**config.mk**
```make
export PLATFORM = sky130hd
export DESIGN_NAME = mc_ctrl_fsm
export DESIGN_NICKNAME = d
export VERILOG_FILES = /design/src/rtl/mc_ctrl_pkg.sv /design/src/rtl/mc_ctrl_fsm_cond_check.sv /design/src/rtl/mc_ctrl_fsm.sv
export SDC_FILE = /design/constraint.sdc
export NUM_CORES = 1
export LEC_CHECK = 0
export ABC_AREA = 1
export BUFFER_PORTS_ARGS = -buffer_cell sky130_fd_sc_hd__buf_2
export CAP_MARGIN = 5
export CORE_ASPECT_RATIO = 0.75
export CORE_MARGIN = 5
export CORE_UTILIZATION = 44
export CTS_CLUSTER_DIAMETER = 30
export DETAILED_ROUTE_END_ITERATION = 10
export PLACE_DENSITY = 0.75
export SLEW_MARGIN = 40
export SYNTH_ARGS = -nofsm -noshare
export SYNTH_HDL_FRONTEND = slang
export SYNTH_HIERARCHICAL = 1
export SYNTH_SLANG_ARGS = --single-unit
```
**constraint.sdc**
```tcl
create_clock -name clk -period 2.32 [get_ports clk]
set_input_delay 0.232 -clock clk [delete_from_list [all_inputs] [get_ports clk]]
set_output_delay 0.232 -clock clk [all_outputs]
set_load 0.01 [all_outputs]
```
**src/rtl/mc_ctrl_pkg.sv**
```systemverilog
// Shared types and encodings for the multicycle ARM main controller.
package mc_ctrl_pkg;

  typedef enum logic [3:0] {
    FETCH, DECODE, MEMADR, MEMRD, MEMWB, MEMWR, EXECR, EXECI, ALUWB, BRANCH
  } state_t;

  localparam logic [3:0] CC_EQ = 4'h0;
  localparam logic [3:0] CC_NE = 4'h1;
  localparam logic [3:0] CC_CS = 4'h2;
  localparam logic [3:0] CC_CC = 4'h3;
  localparam logic [3:0] CC_MI = 4'h4;
  localparam logic [3:0] CC_PL = 4'h5;
  localparam logic [3:0] CC_VS = 4'h6;
  localparam logic [3:0] CC_VC = 4'h7;
  localparam logic [3:0] CC_HI = 4'h8;
  localparam logic [3:0] CC_LS = 4'h9;
  localparam logic [3:0] CC_GE = 4'hA;
  localparam logic [3:0] CC_LT = 4'hB;
  localparam logic [3:0] CC_GT = 4'hC;
  localparam logic [3:0] CC_LE = 4'hD;
  localparam logic [3:0] CC_AL = 4'hE;

  localparam logic [1:0] OP_DP  = 2'b00;
  localparam logic [1:0] OP_MEM = 2'b01;
  localparam logic [1:0] OP_BR  = 2'b10;

  localparam logic [3:0] ALU_ADD = 4'b0100;
  localparam logic [3:0] ALU_SUB = 4'b0010;

  localparam logic [1:0] IMM_DP  = 2'b00;
  localparam logic [1:0] IMM_MEM = 2'b01;
  localparam logic [1:0] IMM_BR  = 2'b10;

  // Flag register bit positions, packed as {N,Z,C,V}.
  localparam int FLAG_N = 3;
  localparam int FLAG_Z = 2;
  localparam int FLAG_C = 1;
  localparam int FLAG_V = 0;

  // TST/TEQ/CMP/CMN only update flags, never the register file.
  function automatic logic is_test_cmd(input logic [3:0] cmd);
    return cmd[3:2] == 2'b10;
  endfunction

endpackage

```
**src/rtl/mc_ctrl_fsm_cond_check.sv**
```systemverilog
// ARM condition-code evaluation against the {N,Z,C,V} flag register.
module cond_check
  import mc_ctrl_pkg::*;
(
  input  logic [3:0] cond,
  input  logic [3:0] flags,
  output logic       pass
);
  logic n, z, c, v;
  assign n = flags[FLAG_N];
  assign z = flags[FLAG_Z];
  assign c = flags[FLAG_C];
  assign v = flags[FLAG_V];

  always_comb begin
    pass = 1'b0;
    case (cond)
      CC_EQ:   pass = z;
      CC_NE:   pass = ~z;
      CC_CS:   pass = c;
      CC_CC:   pass = ~c;
      CC_MI:   pass = n;
      CC_PL:   pass = ~n;
      CC_VS:   pass = v;
      CC_VC:   pass = ~v;
      CC_HI:   pass = c & ~z;
      CC_LS:   pass = ~c | z;
      CC_GE:   pass = (n == v);
      CC_LT:   pass = (n != v);
      CC_GT:   pass = ~z & (n == v);
      CC_LE:   pass = z | (n != v);
      CC_AL:   pass = 1'b1;
      default: pass = 1'b0;  // 1111 never executes
    endcase
  end
endmodule

```
**src/rtl/mc_ctrl_fsm.sv**
```systemverilog
// Multicycle ARM main controller: fetch/decode/execute/memory/writeback sequencing.
// Optional: define CTRL_BL_LINK_EN so BL writes the return address to R14.
module mc_ctrl_fsm
  import mc_ctrl_pkg::*;
#(
  parameter int MEM_TIMEOUT = 15
) (
  input  logic        clk,
  input  logic        reset,
  input  logic [31:0] Instr,
  input  logic [3:0]  ALUFlags,
  input  logic        mem_ready,
  output logic        IRWrite,
  output logic        PCWrite,
  output logic        AdrSrc,
  output logic        MemRead,
  output logic        MemWrite,
  output logic [1:0]  RegSrc,
  output logic        RegWrite,
  output logic [1:0]  ImmSrc,
  output logic        ALUSrc,
  output logic [3:0]  ALUControl,
  output logic        MemtoReg,
  output logic        PCSrc,
  output logic        linkSelect,
  output logic [2:0]  shiftOp,
  output logic        storedCarry,
  output logic        undef,
  output logic        mem_err
);
  localparam int CW = $clog2(MEM_TIMEOUT + 1);

  state_t        state, nstate;
  logic [3:0]    flags;
  logic [CW-1:0] wait_cnt;
  logic          pass;
  logic          mem_state;
  logic          timeout;
  logic [3:0]    cmd;
  logic          unused_instr;

  assign cmd          = Instr[24:21];
  assign mem_state    = state inside {FETCH, MEMRD, MEMWR};
  assign timeout      = mem_state && (wait_cnt == CW'(MEM_TIMEOUT));
  assign unused_instr = ^{Instr[19:7], Instr[3:0]};

  cond_check u_cond (
    .cond  (Instr[31:28]),
    .flags (flags),
    .pass  (pass)
  );

  always_ff @(posedge clk) begin
    if (reset) begin
      state    <= FETCH;
      flags    <= '0;
      wait_cnt <= '0;
    end else begin
      state <= nstate;
      // A timeout in FETCH re-enters FETCH, so it must clear the count too.
      if (timeout || nstate != state)
        wait_cnt <= '0;
      else if (mem_state)
        wait_cnt <= wait_cnt + CW'(1);
      if (state == ALUWB && Instr[20])
        flags <= ALUFlags;
    end
  end

  always_comb begin
    nstate      = state;
    IRWrite     = 1'b0;
    PCWrite     = 1'b0;
    AdrSrc      = 1'b0;
    MemRead     = 1'b0;
    MemWrite    = 1'b0;
    RegSrc      = 2'b00;
    RegWrite    = 1'b0;
    ImmSrc      = IMM_DP;
    ALUSrc      = 1'b0;
    ALUControl  = 4'b0000;
    MemtoReg    = 1'b0;
    PCSrc       = 1'b0;
    linkSelect  = 1'b0;
    undef       = 1'b0;
    mem_err     = 1'b0;
    shiftOp     = {Instr[4], Instr[6:5]};
    storedCarry = flags[FLAG_C];

    case (state)
      FETCH: begin
        if (timeout) begin
          mem_err = 1'b1;
          nstate  = FETCH;
        end else begin
          MemRead = 1'b1;
          if (mem_ready) begin
            IRWrite = 1'b1;
            PCWrite = 1'b1;
            nstate  = DECODE;
          end
        end
      end
      DECODE: begin
        if (!pass) begin
          nstate = FETCH;
        end else begin
          case (Instr[27:26])
            OP_DP:   nstate = Instr[25] ? EXECI : EXECR;
            OP_MEM:  nstate = MEMADR;
            OP_BR:   nstate = BRANCH;
            default: begin
              undef  = 1'b1;
              nstate = FETCH;
            end
          endcase
        end
      end
      EXECR, EXECI: begin
        ALUSrc     = Instr[25];
        ImmSrc     = IMM_DP;
        ALUControl = cmd;
        nstate     = ALUWB;
      end
      ALUWB: begin
        // Keep the ALU on the same operation so ALUFlags match the result written.
        ALUSrc     = Instr[25];
        ImmSrc     = IMM_DP;
        ALUControl = cmd;
        RegWrite   = ~is_test_cmd(cmd);
        nstate     = FETCH;
      end
      MEMADR, MEMRD, MEMWR: begin
        // Address comes straight from the ALU, so hold it for the whole access.
        ALUSrc     = 1'b1;
        ImmSrc     = IMM_MEM;
        ALUControl = Instr[23] ? ALU_ADD : ALU_SUB;
        if (state == MEMADR) begin
          nstate = Instr[20] ? MEMRD : MEMWR;
        end else if (timeout) begin
          mem_err = 1'b1;
          nstate  = FETCH;
        end else if (state == MEMRD) begin
          AdrSrc  = 1'b1;
          MemRead = 1'b1;
          if (mem_ready) nstate = MEMWB;
        end else begin
          AdrSrc   = 1'b1;
          MemWrite = 1'b1;
          RegSrc   = 2'b10;
          if (mem_ready) nstate = FETCH;
        end
      end
      MEMWB: begin
        MemtoReg = 1'b1;
        RegWrite = 1'b1;
        nstate   = FETCH;
      end
      BRANCH: begin
        RegSrc     = 2'b01;
        ImmSrc     = IMM_BR;
        ALUSrc     = 1'b1;
        ALUControl = ALU_ADD;
        PCSrc      = 1'b1;
        PCWrite    = 1'b1;
`ifdef CTRL_BL_LINK_EN
        if (Instr[24]) begin
          RegWrite   = 1'b1;
          linkSelect = 1'b1;
        end
`endif
        nstate = FETCH;
      end
      default: nstate = FETCH;
    endcase

    if (reset) begin
      nstate      = FETCH;
      IRWrite     = 1'b0;
      PCWrite     = 1'b0;
      AdrSrc      = 1'b0;
      MemRead     = 1'b0;
      MemWrite    = 1'b0;
      RegSrc      = 2'b00;
      RegWrite    = 1'b0;
      ImmSrc      = 2'b00;
      ALUSrc      = 1'b0;
      ALUControl  = 4'b0000;
      MemtoReg    = 1'b0;
      PCSrc       = 1'b0;
      linkSelect  = 1'b0;
      undef       = 1'b0;
      mem_err     = 1'b0;
      shiftOp     = 3'b000;
      storedCarry = 1'b0;
    end
  end

endmodule

```
# --- Word-level counts from Yosys, hierarchy flattened ---
# Cells that the tools add are included.
totals:
  register_bits: 12
  word_cells: 118
op_classes:
  addsub: 1
  n_eq_ne: 30
  n_mux: 62
  bitwise_logic: 9
  n_reduce_logical: 13
op_table:
  columns: ["operator", "n"]
  rows:
  - ["$eq A4 B4 Y1 const B", 10]
  - ["$mux W4", 10]
  - ["$mux W1", 33]
  - ["$eq A4 B3 Y1 const B", 8]
  - ["$pmux W4 S3", 2]
  - ["$eq A4 B2 Y1 const B", 4]
  - ["$pmux W4 S4", 1]
  - ["$pmux W1 S15", 1]
  - ["$mux W2", 5]
  - ["$pmux W1 S2", 5]
  - ["$mux W3", 3]
  - ["$reduce_or A3 Y1", 3]
  - ["$eq A4 B1 Y1 const B", 2]
  - ["$logic_not A4 Y1", 2]
  - ["$pmux W2 S2", 2]
  - ["$not A1 Y1", 5]
  - ["$add A4 B1 Y4 const B", 1]
  - ["$eq A2 B2 Y1 const B", 2]
  - ["$ne A4 B4 Y1", 1]
  - ["$reduce_or A2 Y1", 2]
  - ["$reduce_or A4 Y1", 1]
  - ["$reduce_bool A3 Y1", 1]
  - ["$and A1 B1 Y1", 2]
  - ["$eq A2 B1 Y1 const B", 1]
  - ["other kinds (6)", 8]

# --- Longest topological paths before layout ---
depth:
  depth_word: 10
  ltp_mapped: 18
  depth_no_buf: 18

# --- Hierarchy ---
# The synthesis kept the hierarchy.
by_module_without_submodules:
  columns: ["module", "n_inst", "cells_per_inst", "area_per_inst_um2", "seq_area_each_um2"]
  rows:
  - ["mc_ctrl_fsm", 1, 153, 917.1, 240.2]
  - ["cond_check", 1, 55, 229.0, 0.0]

# --- Least setup slack after synthesis ---
# Ideal clock, no wire load.
synth_path:
  kind: "register to register"
  from: "reg flags[0]"
  to: "reg wait_cnt[0]"
  setup_time_ns: 0.064
  arrival_ns: 1.558
  t_required_ns: 2.256
  path_slack_ns: 0.697
  path_stages_with_launch: 16
  path_buffers: 0
  cell_sequence: "dfxtp_1 inv_1 nand2_1 nand3_1 nand2_1 nand2_2 nor2_1 nand2_1 nand3_1 inv_1 a31o_2 nand2_1 nand2_1 nor2_2 nand3_2 nor2_1"
synth_between:
  elab_chain_cells: 9
  elab_cells_between_ends: 12
synth_rtl:
  columns: ["item", "line_no", "rtl"]
  rows:
  - ["from (decl)", "mc_ctrl_fsm.sv:34", "logic [3:0] flags;"]
  - ["from (signal assigned)", "mc_ctrl_fsm.sv:66", "flags <= ALUFlags;"]
  - ["$ne A1 B1 Y1 / $eq A1 B1 Y1 (equally long branches)", null, null]
  - ["$or A1 B1 Y1 / $and A1 B1 Y1 (equally long branches)", "mc_ctrl_fsm_cond_check.sv:31, mc_ctrl_fsm_cond_check.sv:30", null]
  - ["$pmux W1 S15 *", "mc_ctrl_fsm_cond_check.sv:17", "case (cond)"]
  - ["net pass", "mc_ctrl_fsm.sv:36", "logic pass;"]
  - ["$mux W4 *", "mc_ctrl_fsm.sv:105", "if (!pass) begin"]
  - ["$pmux W4 S4 *", "mc_ctrl_fsm.sv:90", "case (state)"]
  - ["$mux W4 *", "mc_ctrl_fsm.sv:177", "if (reset) begin"]
  - ["$ne A4 B4 Y1 *", "mc_ctrl_fsm.sv:61", "if (timeout || nstate != state)"]
  - ["$logic_or A1 B1 Y1 *", "mc_ctrl_fsm.sv:61", null]
  - ["$reduce_or A2 Y1 (no line) *", null, null]
  - ["to (signal assigned)", "mc_ctrl_fsm.sv:64", "wait_cnt <= wait_cnt + CW'(1);"]
  - ["to (decl)", "mc_ctrl_fsm.sv:35", "logic [CW-1:0] wait_cnt;"]
# The timed path passes the listed nets; every way through them passes the cells marked *.
# A chain may end at the register's enable or synchronous reset.

# --- Worst setup path in the final report ---
layout_path:
  from: "reg state[0]"
  to: "out ALUControl[1]"
layout_between:
  elab_chain_cells: 4
  elab_cells_between_ends: 11
layout_rtl:
  columns: ["item", "line_no", "rtl"]
  rows:
  - ["from (decl)", "mc_ctrl_fsm.sv:33", "state_t state, nstate;"]
  - ["from (signal assigned)", "mc_ctrl_fsm.sv:59", "state <= nstate;"]
  - ["$eq A4 B2 Y1 (tied with other cells)", "mc_ctrl_fsm.sv:90", null]
  - ["$reduce_or A3 Y1 (on tied branches)", null, null]
  - ["$pmux W4 S3 *", "mc_ctrl_fsm.sv:90", null]
  - ["$mux W4 *", "mc_ctrl_fsm.sv:177", null]
  - ["to (decl)", "mc_ctrl_fsm.sv:22", "output logic [3:0] ALUControl,"]
# Mark *: on every way between the ends. The rest lies on a longest branch, timed or not.

==> impl_metrics.json <==
{
  "power_switching_share": 0.306,
  "num_vias": 1316,
  "power_frac_comb": 0.248,
  "cts_htree_levels": 1,
  "fin_nets": 292,
  "first_iter_violations": 47,
  "die_w_um": 68.9,
  "critical_path.max_fanout": 5,
  "cts-root-buf": "clkbuf_4",
  "cap_violations": 0,
  "synth_cells": 208,
  "avgSynthCellArea_um2": 5.51,
  "diodes": 0,
  "hp-start": "ALUFlags[2]",
  "clock_latency_ps": 280,
  "wl_met1_um": 1420,
  "arrival_ps": 1800,
  "slowest_stage": "dfxtp_1",
  "cts_resized": 0,
  "postCtsSetupRepairBufs": 0,
  "pwr-share-clk": 0.326,
  "antenna_found_initial": 0,
  "post-route-util": 0.556,
  "power_uw": 520,
  "worstPathCellList": "inv_1, nor2_2, nand2_2, nand2_1, inv_1, or2_2, a21oi_1, buf_2",
  "fill_cells": 268,
  "routed_wl_um": 2730,
  "cpLargestDelayFamily": "simple AND/OR/NAND/NOR gates",
  "drive_gt1_frac": 0.239,
  "ys_seq_area_frac": 0.210,
  "p_leak_nw": 0.841,
  "endpoint_kind": "output pin",
  "cts_tree": "built",
  "finalNonFillerCells": 287,
  "start_kind": "register",
  "pre_cts_slack_ps": 434,
  "cpPeakStageDelay_ps": 410,
  "grt_pass1_wl_um": 4360,
  "cp-startpoint": "state[0]$_SDFF_PP0_",
  "die_h_um": 54.2,
  "rows": 16,
  "antenna_left": 0,
  "status": "finished clean",
  "yosysWarnings": 6,
  "rsz0062_at_grt": "no",
  "gp_congestion": 0.892,
  "die-area_mm2": 0.00374,
  "crit_buf_inv": 3,
  "initial_core_util": 0.451,
  "track_usage": 0.156,
  "cp_common_cell": "inv_1",
  "port_buffers": 44,
  "setup_tns_ps": 0,
  "clock_path_buffers": 2,
  "drc": 0,
  "seq_power_share": 0.426,
  "dr.pass1.iters": 5,
  "dp_hpwl_um": 2250,
  "ctsHoldBuffers": 0,
  "highest_layer": "met4",
  "setup_slack_ps": 284,
  "cts_buffers": 3,
  "clk_pin_slew_ps": 80,
  "clock_skew_ps": 3.79,
  "power_density_mw_per_mm2": 368,
  "max_freq_ghz": 0.491,
  "io_pins": 63,
  "routedWlPerCell_um": 9.49,
  "grt_pass1_vias": 1082,
  "hold_viol": 0,
  "synth_fp_nets": 248,
  "fin_crit_sh": 0.877,
  "dr_wl_met3_um": 134,
  "critPathKind": "reg -> out",
  "ys_types": 28,
  "dp_cells": 283,
  "cts_sinks": 12,
  "viasPerCell": 4.59,
  "fin_crit_ps": 2040,
  "power.internal_uw": 361,
  "placeableCoreArea_mm2": 0.00254,
  "ys_ff_latch": 12,
  "grt_max_degree": 20,
  "area_delta_synth_final_pct": 23.4,
  "drv_slew": 0,
  "irDropWorstVdd_mv": 0.216,
  "switchingPower_uw": 159,
  "wl_met2_um": 1120,
  "grt_overflow_total": 0,
  "r2r-start": "flags[3]$_SDFFE_PP0P_",
  "netlist_area_mm2": 0.00115,
  "required_ps": 2090,
  "setup_violations": 0,
  "hold_class": "in -> reg"
}
-- cell families after synthesis --
family | share of synthesized area
adders and majority gates | 0.0109
AOI/OAI and AO/OA | 0.109
and+or+nand+nor | 0.475
xor gates and xnor gates | 0.0229
muxes | 0.00873
other | 0.00327
DFF | 0.210
buffers and inverters | 0.160
-- worst min-delay path, delay by kind of cell --
| kind | cells | cell delay (ps) |
|---|---|---|
| buffers and inverters | 1 | 100 |
| AO/OA/AOI/OAI | 1 | 60 |
| AND/OR/NAND/NOR | 1 | 70 |
-- metal layers --
| layer | global-route usage | up-vias |
|---|---|---|
| li1 | - | 726 |
| met4 | 0.0777 | 0 |
| met1 | 0.212 | 548 |
| met2 | 0.239 | 38 |
| met5 | 0 | - |
| met3 | 0.0251 | 4 |
-- metrics by stage --
step / hold WS (ps) / instance area, µm²
3_5_place_dp: 503 / 1380
3_3_place_gp: 503 / 1380
6_report: 224 / 1410
4_1_cts: 220 / 1410
2_1_floorplan: 396 / 1150
5_1_grt: 233 / 1410
-- layout by cell type, fill, tap and decap left out, types with 2 or more instances in the layout --
cell type  count
nand2_1       55
buf_2         44
inv_1         38
nor2_1        30
nand3_1       20
a21oi_1       12
dfxtp_1       12
o21ai_0        8
nor2_2         4
xnor2_1        3
clkbuf_4       3
nand2_2        2
nand4_1        2
nor3_1         2
clkinv_1       2
-- sequential cells by signal (all words and copies together), names as in the netlist --
register	cells
flags	4
state	4
wait_cnt	4
-- power by group through the flow --
stage | registers [mW] | logic, mW | clock network [mW]
global placement | 0.226 | 0.128 | 0
global route | 0.223 | 0.148 | 0.178
finish | 0.222 | 0.129 | 0.169
detailed placement | 0.226 | 0.129 | 0
floorplan | 0.225 | 0.0869 | 0
CTS | 0.221 | 0.129 | 0.172
-- worst paths after layout --
check | slack (ps) | cells after the start | endpoint
worst max-delay path | 280 | 8 | ALUControl[1]
worst min-delay path | 220 | 3 | flags[2]$_SDFFE_PP0P_
worst max register to register | 460 | 15 | wait_cnt[2]$_SDFFE_PP0P_
worst min register to register | 510 | 2 | flags[2]$_SDFFE_PP0P_
-- layout make-up --
class | instances | area, µm² | share of cell area
multi-input cells | 151 | 722 | 0.511
flip-flops and latches | 12 | 240 | 0.170
repair buffers | 44 | 220 | 0.156
inverters | 40 | 150 | 0.106
well taps | 36 | 45.0 | 0.0319
clock buffers | 4 | 36.3 | 0.0257
-- synthesized netlist by cell type, drive strengths merged --
| cell type | instances | area [µm²] |
|---|---|---|
| xnor2 | 3 | 26.3 |
| o31ai | 1 | 7.51 |
| or2 | 2 | 12.5 |
| o21ai | 8 | 40.0 |
| clkbuf | 1 | 3.75 |
| nand2 | 58 | 230 |
| nor3 | 2 | 10.0 |
| clkinv | 2 | 7.51 |
| buf | 4 | 30.0 |
| nand3b | 1 | 7.51 |
| nor4 | 1 | 6.26 |
| inv | 38 | 143 |
| a31o | 1 | 8.76 |
| conb | 1 | 3.75 |
| nor2 | 34 | 138 |
| nand3 | 22 | 128 |
| ha | 1 | 12.5 |
| a21oi | 13 | 68.8 |
| nand4 | 2 | 12.5 |
| mux2i | 1 | 10.0 |
| dfxtp | 12 | 240 |
Power figures use the tool's default switching activity.
